$ cat src/rtl/ps2_frame_rx.sv
// PS/2 device-to-host frame receiver: synchronises and glitch-filters the lines,
// deserialises 11-bit frames, checks start/parity/stop and keeps a two-byte history.
module ps2_frame_rx #(
    parameter int FILTER_LEN = 8,
    parameter int TIMEOUT    = 20000
) (
    input  logic        clk,
    input  logic        rst,
    input  logic        ps2_clk,
    input  logic        ps2_data,
    output logic [15:0] keycode,
    output logic        oflag,
    output logic        frame_err,
    output logic        busy
);

    localparam int FCW = $clog2(FILTER_LEN + 1);
    localparam int WDW = $clog2(TIMEOUT + 1);
    // The watchdog clears on the edge after the fall cycle, so expiring here puts
    // frame_err exactly TIMEOUT cycles after the last fall strobe.
    localparam int EXPIRE_AT = TIMEOUT - 2;

    typedef enum logic {
        IDLE = 1'b0,
        RECV = 1'b1
    } state_t;

    function automatic logic frame_ok(input logic [7:0] data, input logic par,
                                      input logic stop);
        return (^{data, par}) & stop;
    endfunction

    logic           clk_meta_r;
    logic           clk_sync_r;
    logic           data_meta_r;
    logic           data_sync_r;
    logic           fclk_r;
    logic           fclk_d_r;
    logic [FCW-1:0] fcnt_r;
    logic           fall_s;

    state_t         state_r;
    state_t         state_s;
    logic [3:0]     bitcnt_r;
    logic [3:0]     bitcnt_s;
    logic [7:0]     shift_r;
    logic [7:0]     shift_s;
    logic           parity_r;
    logic           parity_s;
    logic [WDW-1:0] wd_r;
    logic [WDW-1:0] wd_s;
    logic [15:0]    keycode_r;
    logic [15:0]    keycode_s;
    logic           oflag_r;
    logic           oflag_s;
    logic           ferr_r;
    logic           ferr_s;
    logic           busy_r;
    logic           busy_s;

    // Line synchronisers and the ps2_clk level filter
    always_ff @(posedge clk) begin
        if (rst) begin
            clk_meta_r  <= 1'b1;
            clk_sync_r  <= 1'b1;
            data_meta_r <= 1'b1;
            data_sync_r <= 1'b1;
            fclk_r      <= 1'b1;
            fclk_d_r    <= 1'b1;
            fcnt_r      <= FCW'(0);
        end else begin
            clk_meta_r  <= ps2_clk;
            clk_sync_r  <= clk_meta_r;
            data_meta_r <= ps2_data;
            data_sync_r <= data_meta_r;
            fclk_d_r    <= fclk_r;
            if (clk_sync_r == fclk_r) begin
                fcnt_r <= FCW'(0);
            end else if (fcnt_r == FCW'(FILTER_LEN - 1)) begin
                fclk_r <= ~fclk_r;
                fcnt_r <= FCW'(0);
            end else begin
                fcnt_r <= fcnt_r + FCW'(1);
            end
        end
    end

    assign fall_s = fclk_d_r & ~fclk_r;

    // Frame FSM next-state and output decode
    always_comb begin
        state_s   = state_r;
        bitcnt_s  = bitcnt_r;
        shift_s   = shift_r;
        parity_s  = parity_r;
        wd_s      = wd_r;
        keycode_s = keycode_r;
        oflag_s   = 1'b0;
        ferr_s    = 1'b0;
        case (state_r)
            IDLE: begin
                wd_s = WDW'(0);
                if (fall_s && !data_sync_r) begin
                    state_s  = RECV;
                    bitcnt_s = 4'd1;
                    shift_s  = 8'h00;
                end else begin
                    state_s = IDLE;
                end
            end
            RECV: begin
                if (fall_s) begin
                    wd_s     = WDW'(0);
                    bitcnt_s = bitcnt_r + 4'd1;
                    if (bitcnt_r <= 4'd8) begin
                        shift_s = {data_sync_r, shift_r[7:1]};
                    end else if (bitcnt_r == 4'd9) begin
                        parity_s = data_sync_r;
                    end else begin
                        state_s  = IDLE;
                        bitcnt_s = 4'd0;
                        if (frame_ok(shift_r, parity_r, data_sync_r)) begin
                            keycode_s = {keycode_r[7:0], shift_r};
                            oflag_s   = 1'b1;
                        end else begin
                            ferr_s = 1'b1;
                        end
                    end
                end else if (wd_r == WDW'(EXPIRE_AT)) begin
                    state_s  = IDLE;
                    bitcnt_s = 4'd0;
                    wd_s     = WDW'(0);
                    ferr_s   = 1'b1;
                end else begin
                    wd_s = wd_r + WDW'(1);
                end
            end
            default: begin
                state_s  = IDLE;
                bitcnt_s = 4'd0;
                wd_s     = WDW'(0);
            end
        endcase
        busy_s = (state_s == RECV);
    end

    // Frame FSM state and registered outputs
    always_ff @(posedge clk) begin
        if (rst) begin
            state_r   <= IDLE;
            bitcnt_r  <= 4'd0;
            shift_r   <= 8'h00;
            parity_r  <= 1'b0;
            wd_r      <= WDW'(0);
            keycode_r <= 16'h0000;
            oflag_r   <= 1'b0;
            ferr_r    <= 1'b0;
            busy_r    <= 1'b0;
        end else begin
            state_r   <= state_s;
            bitcnt_r  <= bitcnt_s;
            shift_r   <= shift_s;
            parity_r  <= parity_s;
            wd_r      <= wd_s;
            keycode_r <= keycode_s;
            oflag_r   <= oflag_s;
            ferr_r    <= ferr_s;
            busy_r    <= busy_s;
        end
    end

    assign keycode   = keycode_r;
    assign oflag     = oflag_r;
    assign frame_err = ferr_r;
    assign busy      = busy_r;

endmodule
$ cat config.mk
export PLATFORM = sky130hd
export DESIGN_NAME = ps2_frame_rx
export DESIGN_NICKNAME = d
export VERILOG_FILES = /design/src/rtl/ps2_frame_rx.sv
export SDC_FILE = /design/constraint.sdc
export NUM_CORES = 1
export LEC_CHECK = 0
export ABC_AREA = 1
export BUFFER_PORTS_ARGS = -buffer_cell sky130_fd_sc_hd__clkbuf_2
export CAP_MARGIN = 20
export CORE_MARGIN = 2
export CORE_UTILIZATION = 53
export DETAILED_ROUTE_END_ITERATION = 7
export HOLD_SLACK_MARGIN = 0.12
export MAX_ROUTING_LAYER = met4
export PLACE_DENSITY = 0.75
export SLEW_MARGIN = 20
export SYNTH_ARGS = -nofsm -noshare
export SYNTH_HDL_FRONTEND = slang
export SYNTH_SLANG_ARGS = --single-unit
$ cat constraint.sdc
create_clock -name clk -period 1.6 [get_ports clk]
set_input_delay 0.08 -clock clk [delete_from_list [all_inputs] [get_ports clk]]
set_output_delay 0.08 -clock clk [all_outputs]
set_load 0.02 [all_outputs]
==> flow_summary.toml <==
[cts]
cts.clk_slew.worst_paths_ps = 70
cts_tree = "yes"
cts_buffers = 9
cts_buffer_depth = 2
clkLatencyLatePin_ps = 340
htreeDepth = 3
cts.sinks = 57
cts_root_buffer = "clkbuf_8"

[timing]
skew_ps = 7.29
period_share = 1.00
finalSetupViolCount = 1
post-route-min-period_ps = 1600
worst_slew_pin_slew_ps = 294
hold_viol = 0
slew_violations = 0
fmax_mhz = 625
slew-limit-headroom = 0.804
setup_slack_ps = -0.867

[die]
die_area_mm2 = 0.00570
die_h_um = 75.5
core_area_mm2 = 0.00501
rows = 26
ios = 23
die_w_um = 75.5
initial_core_util = 0.541

[critical_path]
slowest_delay_ps = 340
path_cells = "inv_2, ha_2, nand2_2, nand2_2, inv_2, nand2_4, nor2_8, clkbuf_16, nand4_1, nand2_1, nor2_1"
path_class = "register to register"
r2r_slack_ps = -0.9
arrival_ps = 1840
r2r-end = "keycode[8]$_SDFFE_PP0P_"
path_max_fanout = 8
worstRegToRegCells = 11
crit_required_ps = 1840
r2r_start = "bitcnt_r[1]$_SDFFE_PP0P_"
crit_path_end_kind = "register"
slowest_stage = "dfxtp_2"
start_kind = "register"

[placement]
portBuffers = 22
dp_hpwl_mm = 3.77
post-place-ws_ps = -13.3
finalWeightedCongestion = 0.862

[grt]
grt_pass1_wl_mm = 9.16
antenna_found_initial = 0
grt_start_max_net_pins = 18
grt_usage = 0.217
grt_pass1_vias = 2244
gr-total-overflow = 0

[run_status]
status = "complete, but fails checks"
failed_checks = "negative setup slack"

[yosys]
syn-cell-area_mm2 = 0.00271
ys_seq_elements = 57
yosys_warnings = 0
syn_nets = 393
synth_cell_types = 31
netlist_instances = 383
seq_area_frac_synth = 0.421
synth_area_per_cell_um2 = 7.08

[hold_path]
hold_depth = 1
hp-class = "register to register"
min_to = "clk_sync_r$_SDFF_PP1_"
hold_start = "clk_meta_r$_SDFF_PP1_"

[detailed_routing]
firstDrtPassIters = 5
post-route-drc-count = 0
drtAntennaViolNets = 0
via_per_inst = 5.10
wl_mm = 6.16
wire_per_inst_um = 12.1
drt-initial-drc-count = 221
vias = 2603

[pwr]
ir_drop_v = 0.000568
power_mw = 2.81
p_leak_nw = 1.52
power_density_mw_per_mm2 = 822

[final_layout]
diodes = 0
layout-drive-gt1-share = 0.234
fin_nets = 446
syn_to_final_growth_pct = 25.9

[flow_run]
drv_cap = 0
## synth_stat cells
cell / count / area share
or2_2: 4 / 0.0092
buf_2: 3 / 0.0055
a211oi_1: 7 / 0.019
nand4_1: 19 / 0.044
xor2_1: 6 / 0.019
buf_1: 2 / 0.0028
buf_4: 1 / 0.0028
buf_6: 1 / 0.0042
nor2_4: 1 / 0.0042
nor3b_1: 1 / 0.0028
nor2_8: 1 / 0.0074
inv_1: 64 / 0.089
nor2_1: 44 / 0.061
xnor2_1: 2 / 0.0065
nand2_1: 90 / 0.12
nor3_1: 7 / 0.013
nand2_4: 1 / 0.0042
nand3_1: 22 / 0.041
clkbuf_1: 3 / 0.0042
a21oi_1: 20 / 0.037
ha_1: 6 / 0.028
a31oi_1: 1 / 0.0023
dfxtp_1: 57 / 0.42
inv_2: 4 / 0.0055
o21ai_1: 1 / 0.0018
nand4_2: 1 / 0.0046
o2111ai_1: 2 / 0.0065
nand3_4: 1 / 0.0065
nand3_2: 1 / 0.0037
nand2_2: 3 / 0.0069
o21ai_0: 7 / 0.013
## per-layer routing
layer,GRT usage,up-vias,wire length [um]
met5,-,-,0
met4,0.101,0,201
met3,0.0489,25,311
met2,0.364,95,2980
met1,0.245,1160,2670
li1,-,1323,-
## kinds of logic (layout without fill, tap and decap cells)
kind of cell,Yosys count,in the layout,share of synthesized area
and+or+nand+nor,196,199,0.332
buffers and inverters,78,132,0.114
DFF,57,57,0.421
AOI/OAI and AO/OA,38,38,0.0798
xor gates and xnor gates,8,8,0.0258
adders and majority gates,6,6,0.0277
## worst max-delay path by stage
| stage | from | to | slack [ps] | cells past startpoint |
|---|---|---|---|---|
| final | bitcnt_r[1]$_SDFFE_PP0P_ | keycode[8]$_SDFFE_PP0P_ | -0.9 | 11 |
| after global routing | bitcnt_r[1]$_SDFFE_PP0P_ | keycode[8]$_SDFFE_PP0P_ | -80 | 11 |
| after CTS | bitcnt_r[1]$_SDFFE_PP0P_ | keycode[3]$_SDFFE_PP0P_ | 7 | 11 |
| after detailed placement | bitcnt_r[1]$_SDFFE_PP0P_ | keycode[12]$_SDFFE_PP0P_ | -10 | 11 |
| after global placement | parity_r$_SDFFE_PP0P_ | frame_err$_SDFF_PP0_ | 110 | 11 |
| after floorplan | bitcnt_r[0]$_SDFFE_PP0P_ | keycode[10]$_SDFFE_PP0P_ | 40 | 11 |
## layout by cell type, fill, tap and decap left out, drive strengths merged, types with 3 or more instances in the layout
| cell type | n |
|---|---|
| a211oi | 7 |
| a21oi | 20 |
| buf | 23 |
| clkbuf | 35 |
| dfxtp | 57 |
| dlygate4sd3 | 3 |
| ha | 6 |
| inv | 68 |
| nand2 | 95 |
| nand3 | 26 |
| nand4 | 20 |
| nor2 | 46 |
| nor3 | 7 |
| o21ai | 8 |
| or2 | 4 |
| xor2 | 6 |
## state kept, by name, indices dropped and copies added (netlist names), 4 cells and up
name and count:
wd_r 15, shift_r 8, keycode 16, bitcnt_r 4
fcnt_r 4
## worst max-delay path: cells and delay by family (launching register included)
family | cells | cell delay (ps)
buffers and inverters | 3 | 310
and+or+nand+nor | 7 | 690
DFF | 1 | 340
adders and majority gates | 1 | 160
## layout make-up
| class | count | area [um2] |
|---|---|---|
| inverters | 68 | 255 |
| fillers | 426 | 1600 |
| clock buffers | 12 | 155 |
| well taps | 70 | 87.6 |
| multi-input cells | 251 | 1370 |
| clock inverters | 3 | 40.0 |
| flip-flops and latches | 57 | 1150 |
| repair buffers | 49 | 354 |
## report_power, final
group          total [mW]  switching, mW  internal [mW]
clock network        1.33          0.543          0.790
logic              0.0470         0.0273         0.0197
registers            1.43        0.00378           1.42
## metrics by stage
stage	hold slack [ps]	instances	utilization	setup TNS, ps	instance area (um2)
floorplan	184	383	-	0	2710
global placement	269	478	0.592	0	2970
detailed placement	274	478	0.592	-13.3	2970
CTS	421	497	0.639	0	3200
global route	428	510	0.681	-708	3410
finish	417	510	0.681	-0.867	3410
## what timing repair did
action | in CTS | in global routing
gates resized for setup | 0 | 33
pin swaps | 1 | 12
setup endpoints to repair | 3 | 28
hold endpoints to repair | 4 | 0
buffers inserted | 0 | 10
cloned | 1 | 3
hold buffers | 3 | 0
No activity file was read; power rests on OpenSTA's default activity.
